File: config.mk
export PLATFORM = sky130hd
export DESIGN_NAME = lsu_agu_flat
export DESIGN_NICKNAME = d
export VERILOG_FILES = /design/src/rtl/lsu_agu_pkg.sv /design/src/rtl/lsu_agu_if.sv /design/src/rtl/lsu_ld_align.sv /design/src/rtl/lsu_agu.sv /design/src/flat_wrapper.sv
export SDC_FILE = /design/constraint.sdc
export NUM_CORES = 1
export LEC_CHECK = 0
export BUFFER_PORTS_ARGS = -buffer_cell sky130_fd_sc_hd__buf_2
export CORE_MARGIN = 2
export CORE_UTILIZATION = 41
export CTS_CLUSTER_SIZE = 25
export DETAILED_ROUTE_END_ITERATION = 7
export PLACE_DENSITY = 0.68
export SLEW_MARGIN = 40
export SYNTH_ARGS = -nofsm -noshare
export SYNTH_HDL_FRONTEND = slang
export SYNTH_SLANG_ARGS = --single-unit
File: constraint.sdc
create_clock -name clk -period 2.6 [get_ports clk]
set_input_delay 0.13 -clock clk [delete_from_list [all_inputs] [get_ports clk]]
set_output_delay 0.13 -clock clk [all_outputs]
set_load 0.03 [all_outputs]
File: src/rtl/lsu_agu_pkg.sv
// Shared definitions for the load/store address generation unit.
// Holds default widths, FSM state encoding, access-size and exception codes.
package lsu_agu_pkg;

  localparam int unsigned DTCM_ADDR_WIDTH = 16;
  localparam int unsigned XLEN            = 32;
  localparam int unsigned ITAG_WIDTH      = 4;

  typedef enum logic [1:0] {
    StIdle    = 2'b00,
    StIssue   = 2'b01,
    StWaitRsp = 2'b10,
    StDone    = 2'b11
  } agu_state_e;

  localparam logic [1:0] SZ_B = 2'b00;
  localparam logic [1:0] SZ_H = 2'b01;
  localparam logic [1:0] SZ_W = 2'b10;
  localparam logic [1:0] SZ_X = 2'b11;

  localparam logic [1:0] EXCP_NONE     = 2'b00;
  localparam logic [1:0] EXCP_MISALIGN = 2'b01;
  localparam logic [1:0] EXCP_ACCFLT   = 2'b10;

endpackage

File: src/rtl/lsu_agu_if.sv
// Bundle of the AGU's dispatch, lsu_ctrl command/response and completion channels.
// slave  : view used by lsu_agu
// master : view used by whatever surrounds it (dispatch, lsu_ctrl, writeback)
interface lsu_agu_if
  import lsu_agu_pkg::*;
#(
  parameter int unsigned AW = DTCM_ADDR_WIDTH,
  parameter int unsigned DW = XLEN,
  parameter int unsigned TW = ITAG_WIDTH
) ();

  // Dispatch
  logic          agu_i_valid;
  logic          agu_i_ready;
  logic          agu_i_load;
  logic [1:0]    agu_i_size;
  logic          agu_i_usign;
  logic [DW-1:0] agu_i_rs1;
  logic [DW-1:0] agu_i_imm;
  logic [DW-1:0] agu_i_rs2;
  logic [TW-1:0] agu_i_itag;

  // Command to lsu_ctrl
  logic            agu_cmd_valid;
  logic            agu_cmd_ready;
  logic            agu_cmd_read;
  logic [AW-1:0]   agu_cmd_addr;
  logic [DW-1:0]   agu_cmd_wdata;
  logic [DW/8-1:0] agu_cmd_wmask;
  logic [TW-1:0]   agu_cmd_itag;

  // Response from lsu_ctrl
  logic          agu_rsp_valid;
  logic          agu_rsp_ready;
  logic [DW-1:0] agu_rsp_rdata;

  // Completion
  logic          agu_o_valid;
  logic          agu_o_ready;
  logic [DW-1:0] agu_o_data;
  logic [TW-1:0] agu_o_itag;
  logic          agu_o_excp;
  logic [1:0]    agu_o_excp_code;

  modport slave (
    input  agu_i_valid, agu_i_load, agu_i_size, agu_i_usign, agu_i_rs1, agu_i_imm,
    input  agu_i_rs2, agu_i_itag, agu_cmd_ready, agu_rsp_valid, agu_rsp_rdata, agu_o_ready,
    output agu_i_ready, agu_cmd_valid, agu_cmd_read, agu_cmd_addr, agu_cmd_wdata,
    output agu_cmd_wmask, agu_cmd_itag, agu_rsp_ready, agu_o_valid, agu_o_data, agu_o_itag,
    output agu_o_excp, agu_o_excp_code
  );

  modport master (
    output agu_i_valid, agu_i_load, agu_i_size, agu_i_usign, agu_i_rs1, agu_i_imm,
    output agu_i_rs2, agu_i_itag, agu_cmd_ready, agu_rsp_valid, agu_rsp_rdata, agu_o_ready,
    input  agu_i_ready, agu_cmd_valid, agu_cmd_read, agu_cmd_addr, agu_cmd_wdata,
    input  agu_cmd_wmask, agu_cmd_itag, agu_rsp_ready, agu_o_valid, agu_o_data, agu_o_itag,
    input  agu_o_excp, agu_o_excp_code
  );

endinterface

File: src/rtl/lsu_ld_align.sv
// Load data aligner: shifts the DTCM word down by the byte offset and
// sign/zero-extends byte and half loads. Purely combinational.
//   rdata : raw word from DTCM
//   off   : byte offset of the access within the word
//   size  : access size (SZ_B/SZ_H/SZ_W)
//   usign : zero-extend instead of sign-extend
//   data  : aligned, extended result
module lsu_ld_align
  import lsu_agu_pkg::*;
#(
  parameter int unsigned DW = XLEN
) (
  input  logic [DW-1:0] rdata,
  input  logic [1:0]    off,
  input  logic [1:0]    size,
  input  logic          usign,
  output logic [DW-1:0] data
);

  logic [DW-1:0] sh;

  assign sh = rdata >> {off, 3'b000};

  always_comb begin
    data = rdata;
    case (size)
      SZ_B:    data = {{(DW-8){~usign & sh[7]}}, sh[7:0]};
      SZ_H:    data = {{(DW-16){~usign & sh[15]}}, sh[15:0]};
      default: data = rdata;
    endcase
  end

endmodule

File: src/rtl/lsu_agu.sv
// Load/store address generation unit sitting in front of lsu_ctrl.
// Accepts one memory op, computes rs1+imm, checks alignment and DTCM range,
// issues a word-aligned command, waits for the response and presents an
// aligned/extended completion. One operation in flight at a time.
//   clk, rst_n : clock, asynchronous active-low reset
//   bus        : dispatch (agu_i_*), command (agu_cmd_*), response (agu_rsp_*)
//                and completion (agu_o_*) channels
module lsu_agu
  import lsu_agu_pkg::*;
#(
  parameter int unsigned AW = DTCM_ADDR_WIDTH,
  parameter int unsigned DW = XLEN,
  parameter int unsigned TW = ITAG_WIDTH
) (
  input logic     clk,
  input logic     rst_n,
  lsu_agu_if.slave bus
);

  agu_state_e state_q, state_d;

  logic [AW-1:0]   addr_q;
  logic            load_q;
  logic [1:0]      size_q;
  logic            usign_q;
  logic [TW-1:0]   itag_q;
  logic [DW-1:0]   wdata_q;
  logic [DW/8-1:0] wmask_q;
  logic [DW-1:0]   data_q;
  logic            excp_q;
  logic [1:0]      code_q;

  logic [DW-1:0]   sum;
  logic [1:0]      off;
  logic            misalign;
  logic            acc_fault;
  logic [DW-1:0]   wdata_d;
  logic [DW/8-1:0] wmask_d;
  logic [DW-1:0]   ld_data;

  logic accept, rsp_hs;
  logic i_ready, cmd_valid, rsp_ready, o_valid;

  // Address arithmetic wraps; any bit above the DTCM window is a fault.
  assign sum       = bus.agu_i_rs1 + bus.agu_i_imm;
  assign off       = sum[1:0];
  assign misalign  = (bus.agu_i_size == SZ_X) ||
                     (bus.agu_i_size == SZ_H && off[0]) ||
                     (bus.agu_i_size == SZ_W && off != 2'b00);
  assign acc_fault = |sum[DW-1:AW];

  // Store lanes: replicate the data, enable only the addressed bytes.
  always_comb begin
    wdata_d = '0;
    wmask_d = '0;
    if (!bus.agu_i_load) begin
      case (bus.agu_i_size)
        SZ_B: begin
          wdata_d = {4{bus.agu_i_rs2[7:0]}};
          wmask_d = 4'b0001 << off;
        end
        SZ_H: begin
          wdata_d = {2{bus.agu_i_rs2[15:0]}};
          wmask_d = 4'b0011 << off;
        end
        SZ_W: begin
          wdata_d = bus.agu_i_rs2;
          wmask_d = '1;
        end
        default: ;
      endcase
    end
  end

  always_comb begin
    state_d   = state_q;
    accept    = 1'b0;
    rsp_hs    = 1'b0;
    i_ready   = 1'b0;
    cmd_valid = 1'b0;
    rsp_ready = 1'b0;
    o_valid   = 1'b0;
    unique case (state_q)
      StIdle: begin
        i_ready = 1'b1;
        if (bus.agu_i_valid) begin
          accept  = 1'b1;
          state_d = (misalign || acc_fault) ? StDone : StIssue;
        end
      end
      StIssue: begin
        cmd_valid = 1'b1;
        if (bus.agu_cmd_ready) state_d = StWaitRsp;
      end
      StWaitRsp: begin
        rsp_ready = 1'b1;
        if (bus.agu_rsp_valid) begin
          rsp_hs  = 1'b1;
          state_d = StDone;
        end
      end
      StDone: begin
        o_valid = 1'b1;
        if (bus.agu_o_ready) state_d = StIdle;
      end
      default: state_d = StIdle;
    endcase
  end

  lsu_ld_align #(
    .DW (DW)
  ) u_ld_align (
    .rdata (bus.agu_rsp_rdata),
    .off   (addr_q[1:0]),
    .size  (size_q),
    .usign (usign_q),
    .data  (ld_data)
  );

  always_ff @(posedge clk or negedge rst_n) begin
    if (!rst_n) begin
      state_q <= StIdle;
      addr_q  <= '0;
      load_q  <= 1'b0;
      size_q  <= '0;
      usign_q <= 1'b0;
      itag_q  <= '0;
      wdata_q <= '0;
      wmask_q <= '0;
      data_q  <= '0;
      excp_q  <= 1'b0;
      code_q  <= EXCP_NONE;
    end else begin
      state_q <= state_d;
      if (accept) begin
        addr_q  <= sum[AW-1:0];
        load_q  <= bus.agu_i_load;
        size_q  <= bus.agu_i_size;
        usign_q <= bus.agu_i_usign;
        itag_q  <= bus.agu_i_itag;
        wdata_q <= wdata_d;
        wmask_q <= wmask_d;
        // Cleared so exception completions and stores report zero data.
        data_q  <= '0;
        excp_q  <= misalign || acc_fault;
        code_q  <= misalign ? EXCP_MISALIGN : (acc_fault ? EXCP_ACCFLT : EXCP_NONE);
      end else if (rsp_hs) begin
        data_q <= load_q ? ld_data : '0;
      end
    end
  end

  assign bus.agu_i_ready     = i_ready;
  assign bus.agu_cmd_valid   = cmd_valid;
  assign bus.agu_cmd_read    = load_q;
  assign bus.agu_cmd_addr    = {addr_q[AW-1:2], 2'b00};
  assign bus.agu_cmd_wdata   = wdata_q;
  assign bus.agu_cmd_wmask   = wmask_q;
  assign bus.agu_cmd_itag    = itag_q;
  assign bus.agu_rsp_ready   = rsp_ready;
  assign bus.agu_o_valid     = o_valid;
  assign bus.agu_o_data      = data_q;
  assign bus.agu_o_itag      = itag_q;
  assign bus.agu_o_excp      = excp_q;
  assign bus.agu_o_excp_code = code_q;

endmodule

File: src/flat_wrapper.sv
// flat-port wrapper written by rule: the top's interface ports become plain ports
module lsu_agu_flat import lsu_agu_pkg::*;
#(
  parameter int unsigned AW = DTCM_ADDR_WIDTH,
  parameter int unsigned DW = XLEN,
  parameter int unsigned TW = ITAG_WIDTH
)
  (clk, rst_n, bus_agu_i_valid, bus_agu_i_load, bus_agu_i_size, bus_agu_i_usign, bus_agu_i_rs1, bus_agu_i_imm, bus_agu_i_rs2, bus_agu_i_itag, bus_agu_cmd_ready, bus_agu_rsp_valid, bus_agu_rsp_rdata, bus_agu_o_ready, bus_agu_i_ready, bus_agu_cmd_valid, bus_agu_cmd_read, bus_agu_cmd_addr, bus_agu_cmd_wdata, bus_agu_cmd_wmask, bus_agu_cmd_itag, bus_agu_rsp_ready, bus_agu_o_valid, bus_agu_o_data, bus_agu_o_itag, bus_agu_o_excp, bus_agu_o_excp_code);
  lsu_agu_if #(.AW(AW), .DW(DW), .TW(TW)) bus_i ();
  input logic clk;
  input logic rst_n;
  input wire logic [$bits(bus_i.agu_i_valid)-1:0] bus_agu_i_valid;
  input wire logic [$bits(bus_i.agu_i_load)-1:0] bus_agu_i_load;
  input wire logic [$bits(bus_i.agu_i_size)-1:0] bus_agu_i_size;
  input wire logic [$bits(bus_i.agu_i_usign)-1:0] bus_agu_i_usign;
  input wire logic [$bits(bus_i.agu_i_rs1)-1:0] bus_agu_i_rs1;
  input wire logic [$bits(bus_i.agu_i_imm)-1:0] bus_agu_i_imm;
  input wire logic [$bits(bus_i.agu_i_rs2)-1:0] bus_agu_i_rs2;
  input wire logic [$bits(bus_i.agu_i_itag)-1:0] bus_agu_i_itag;
  input wire logic [$bits(bus_i.agu_cmd_ready)-1:0] bus_agu_cmd_ready;
  input wire logic [$bits(bus_i.agu_rsp_valid)-1:0] bus_agu_rsp_valid;
  input wire logic [$bits(bus_i.agu_rsp_rdata)-1:0] bus_agu_rsp_rdata;
  input wire logic [$bits(bus_i.agu_o_ready)-1:0] bus_agu_o_ready;
  output wire logic [$bits(bus_i.agu_i_ready)-1:0] bus_agu_i_ready;
  output wire logic [$bits(bus_i.agu_cmd_valid)-1:0] bus_agu_cmd_valid;
  output wire logic [$bits(bus_i.agu_cmd_read)-1:0] bus_agu_cmd_read;
  output wire logic [$bits(bus_i.agu_cmd_addr)-1:0] bus_agu_cmd_addr;
  output wire logic [$bits(bus_i.agu_cmd_wdata)-1:0] bus_agu_cmd_wdata;
  output wire logic [$bits(bus_i.agu_cmd_wmask)-1:0] bus_agu_cmd_wmask;
  output wire logic [$bits(bus_i.agu_cmd_itag)-1:0] bus_agu_cmd_itag;
  output wire logic [$bits(bus_i.agu_rsp_ready)-1:0] bus_agu_rsp_ready;
  output wire logic [$bits(bus_i.agu_o_valid)-1:0] bus_agu_o_valid;
  output wire logic [$bits(bus_i.agu_o_data)-1:0] bus_agu_o_data;
  output wire logic [$bits(bus_i.agu_o_itag)-1:0] bus_agu_o_itag;
  output wire logic [$bits(bus_i.agu_o_excp)-1:0] bus_agu_o_excp;
  output wire logic [$bits(bus_i.agu_o_excp_code)-1:0] bus_agu_o_excp_code;
  assign bus_i.agu_i_valid = bus_agu_i_valid;
  assign bus_i.agu_i_load = bus_agu_i_load;
  assign bus_i.agu_i_size = bus_agu_i_size;
  assign bus_i.agu_i_usign = bus_agu_i_usign;
  assign bus_i.agu_i_rs1 = bus_agu_i_rs1;
  assign bus_i.agu_i_imm = bus_agu_i_imm;
  assign bus_i.agu_i_rs2 = bus_agu_i_rs2;
  assign bus_i.agu_i_itag = bus_agu_i_itag;
  assign bus_i.agu_cmd_ready = bus_agu_cmd_ready;
  assign bus_i.agu_rsp_valid = bus_agu_rsp_valid;
  assign bus_i.agu_rsp_rdata = bus_agu_rsp_rdata;
  assign bus_i.agu_o_ready = bus_agu_o_ready;
  assign bus_agu_i_ready = bus_i.agu_i_ready;
  assign bus_agu_cmd_valid = bus_i.agu_cmd_valid;
  assign bus_agu_cmd_read = bus_i.agu_cmd_read;
  assign bus_agu_cmd_addr = bus_i.agu_cmd_addr;
  assign bus_agu_cmd_wdata = bus_i.agu_cmd_wdata;
  assign bus_agu_cmd_wmask = bus_i.agu_cmd_wmask;
  assign bus_agu_cmd_itag = bus_i.agu_cmd_itag;
  assign bus_agu_rsp_ready = bus_i.agu_rsp_ready;
  assign bus_agu_o_valid = bus_i.agu_o_valid;
  assign bus_agu_o_data = bus_i.agu_o_data;
  assign bus_agu_o_itag = bus_i.agu_o_itag;
  assign bus_agu_o_excp = bus_i.agu_o_excp;
  assign bus_agu_o_excp_code = bus_i.agu_o_excp_code;
  lsu_agu #(.AW(AW), .DW(DW), .TW(TW)) u_core (.clk(clk), .rst_n(rst_n), .bus(bus_i));
endmodule
==> results by group <==
Global routing
  – Met3 GRT Util: 2.66%
  – Total track usage: 21.9%
  – Overflow after GRT: 0
  – Gr busiest metal: met2
  – Met1 Resource Use GR: 29.3%
  – Largest net degree at the start of global routing: 74
  – Initial antenna violation count: 0
  – First-pass GRT wire length: 31100 um
  – Met2 usage: 37.0%
  – Number of global-route vias before repair: 6189

Drt
  – Post-route DRC: 0
  – Final ANT Viol Nets: 0
  – Via count: 6720
  – Via/cell ratio: 5.28
  – Wire per inst: 15.5 um
  – First DRT Iteration DRCs: 396
  – DRT Pass-1 Iters: 5
  – Total Routed Length: 19700 um

Die
  – Num rows: 46
  – Die Y: 132 um
  – Area of the die: 17300 um2
  – Chip Width: 132 um
  – Initial Util: 42.0%
  – Core area: 15900 um2
  – IO Pins: 242

Timing
  – Worst Skew: 0.00828 ns
  – # setup viols final: 0
  – Final hold violation count: 0
  – Pins Over Slew Limit: 0
  – Setup TNS: 0 ns
  – Relative slew margins: 56.2%
  – Tmin final: 2.52 ns
  – RSZ-0062 raised after global routing: yes
  – Tightest Pin Transition: 0.655 ns
  – Setup WS post-layout: 0.0816 ns
  – Fmax: 0.397 GHz
  – Tcrit/Tclk final: 96.9%

Clock tree
  – CTS Buf Count: 9
  – Clk_lat worst skew: 0.34 ns
  – CTS tree: yes
  – CTS clock-pin slew for the worst setup and hold paths: 0.07 ns
  – CTS root buffer: clkbuf_16
  – Clock Tree Buf Depth: 2
  – Clock sink count: 97
  – H-tree lvl count: 3

Logic synthesis
  – Post-Syn Area: 6670 um2
  – Yosys top cell by area: dfrtp_1
  – Yosys reg bits: 97
  – Synth top area share: 36.4%
  – Number of synthesized flops with an enable pin: 0
  – YS warnings: 0
  – Avg Cell Area, Syn: 8.49 um2
  – Dominant synthesized flop cell: dfrtp_1
  – Post-Syn Instances: 785
  – Sequential area share after synthesis: 36.4%
  – Area contributors post-synth: dfrtp_1 36%, ha_1 6.6%, nand2_1 6.5%
  – Distinct cells, synth: 67
  – Most common cell in the netlist: nand2_1
  – Fraction of registers with async set or reset after synthesis: 100%
  – Synth cell count leaders: 115 x nand2_1, 97 x dfrtp_1, 86 x o21ai_0, 70 x a21oi_1, 57 x nor2_1

Final layout
  – Area Overhead vs Synth: 32.7%
  – Antenna Cells: 0
  – Fraction of layout cells with a size suffix above 1: 34.1%
  – Fillers: 1529
  – Final instance area: 8850 um2
  – Layout Nets: 1229
  – Post-Route Utilization: 55.7%

Worst setup path
  – CP max-delay cell: fa_2
  – Worst reg2reg path endpoint: u_core.bus.agu_cmd_wmask[0]
  – Crit path DAT: 2.73 ns
  – Worst Reg-to-Reg Cells: 6
  – Critical path required time: 2.81 ns
  – CP Capture Type: flip-flop
  – R2r setup slk: 0.44 ns
  – Crit path largest cell delay: 0.34 ns
  – Startpoint Class: primary input
  – CP Cell Sequence: buf_6 -> ha_4 -> inv_2 -> fa_2 -> and2b_2 -> o22a_1 -> a31oi_2 -> a211o_1 -> a21boi_2 -> o211ai_1 -> a32o_1 -> nor4_2 -> and4_1 -> o22ai_1
  – Reg2reg start: u_core.state_q[0]
  – Critical path type: primary input to flip-flop
  – Worst-path fanout max: 3

Placed design
  – Pre-CTS WS: -0.325 ns
  – Placed inst area: 8410 um2
  – Routability Congestion: 0.884
  – Hpwl dp: 15500 um
  – I/O Buffers: 239

Outcome
  – Status: finished clean

Worst hold path
  – Hold Crit Depth: 2
  – Hold Path Sink: u_core.bus.agu_cmd_itag[3]
  – HP Start: bus_agu_i_itag[3]
  – Worst hold-check path type: primary input to flip-flop

Power
  – Post-layout total power: 8.69 mW
  – PwrDens: 982 nW/um2
  – Peak supply drop: 0.000531 V
  – Static Leak: 4.48 nW

Flow run
  – Max Cap Viol: 0
## worst max-delay path, delay by kind of cell
family | cells | cell delay (ns)
compound gates | 7 | 1.22
buf+inv | 2 | 0.11
fa+ha+maj | 2 | 0.47
simple gates | 3 | 0.79
## where the power goes
part / internal, mW / switching [mW] / total, mW / leakage (nW)
Clock: 0.876 / 0.565 / 1.44 / 0.157
Combinational: 1.55 / 3.10 / 4.65 / 3.06
Sequential: 2.18 / 0.416 / 2.59 / 1.27
## cells in the final DEF, fill, tap and decap left out, types with 7 or more instances in the layout
| master | count |
|---|---|
| nand3_1 | 11 |
| mux2_2 | 9 |
| a21oi_1 | 69 |
| clkbuf_16 | 9 |
| a221oi_1 | 8 |
| nand2b_1 | 19 |
| buf_4 | 71 |
| a22o_1 | 27 |
| xnor2_1 | 7 |
| xor2_1 | 7 |
| buf_2 | 236 |
| nand2_1 | 114 |
| nor2b_1 | 12 |
| nor2_1 | 57 |
| mux2i_1 | 18 |
| dfrtp_1 | 97 |
| a21o_1 | 17 |
| inv_1 | 19 |
| o21a_1 | 9 |
| o21ai_0 | 85 |
| ha_1 | 34 |
## cells by family after synthesis
| group | count (synthesis) | synth area share [%] |
|---|---|---|
| adders and majority gates | 36 | 6.87 |
| other | 1 | 0.0563 |
| muxes | 27 | 4.22 |
| xor gates and xnor gates | 14 | 1.84 |
| buffers and inverters | 78 | 5.69 |
| and+or+nand+nor | 252 | 17.6 |
| DFF | 97 | 36.4 |
| AOI/OAI and AO/OA | 280 | 27.3 |
## per-layer routing
metal	share of wire, %	vias to the layer above
met4	1.8	0
met5	0	-
met2	48	223
met3	5.2	24
met1	45	3125
li1	-	3348
## worst max path at each step
stage | cells after the start | start | slack, ns | to
after CTS | 14 | bus_agu_i_rs1[0] | 0.03 | u_core.bus.agu_o_excp
after floorplan | 13 | bus_agu_i_rs1[0] | 0.01 | u_core.state_q[1]
final | 14 | bus_agu_i_rs1[0] | 0.08 | u_core.state_q[1]
after global routing | 14 | bus_agu_i_rs1[0] | -0.06 | u_core.bus.agu_o_excp
after detailed placement | 14 | bus_agu_i_rs1[0] | -0.32 | u_core.bus.agu_o_excp
after global placement | 13 | bus_agu_i_imm[16] | -0.33 | u_core.state_q[1]
## flip-flops by register name, indices dropped and copies added (netlist names), 2 cells and up
signal / flops
u_core.state_q: 2
u_core.bus.agu_cmd_wmask: 4
u_core.bus.agu_o_excp_code: 2
u_core.size_q: 2
u_core.bus.agu_o_data: 32
u_core.addr_q: 16
u_core.bus.agu_cmd_itag: 4
u_core.bus.agu_cmd_wdata: 32
## final cells by class
type                            count  area [um2]  share of cell area [%]
Clock buffer                       11         243                    2.74
Clock inverter                      5        85.1                   0.962
Inverter                           20        75.1                   0.849
Multi-Input combinational cell    611        3960                    44.8
Sequential cell                    97        2430                    27.4
Tap cell                          216         270                    3.05
Timing Repair Buffer              312        1790                    20.2
## repair_timing
| item | in CTS | in global routing |
|---|---|---|
| hold buffers | 1 | 0 |
| hold endpoints to repair | 46 | 0 |
| setup endpoints to repair | 0 | 3 |
| gates resized for setup | 0 | 14 |
| buffers inserted | 0 | 2 |
## metrics by stage
step / cells / hold slack (ns)
6_report: 1272 / 0.0173
5_1_grt: 1272 / 0.0108
4_1_cts: 1270 / 0.00838
3_5_place_dp: 1253 / 0.187
3_3_place_gp: 1253 / 0.189
2_1_floorplan: 786 / -0.166
No activity file was read; power rests on OpenSTA's default activity.
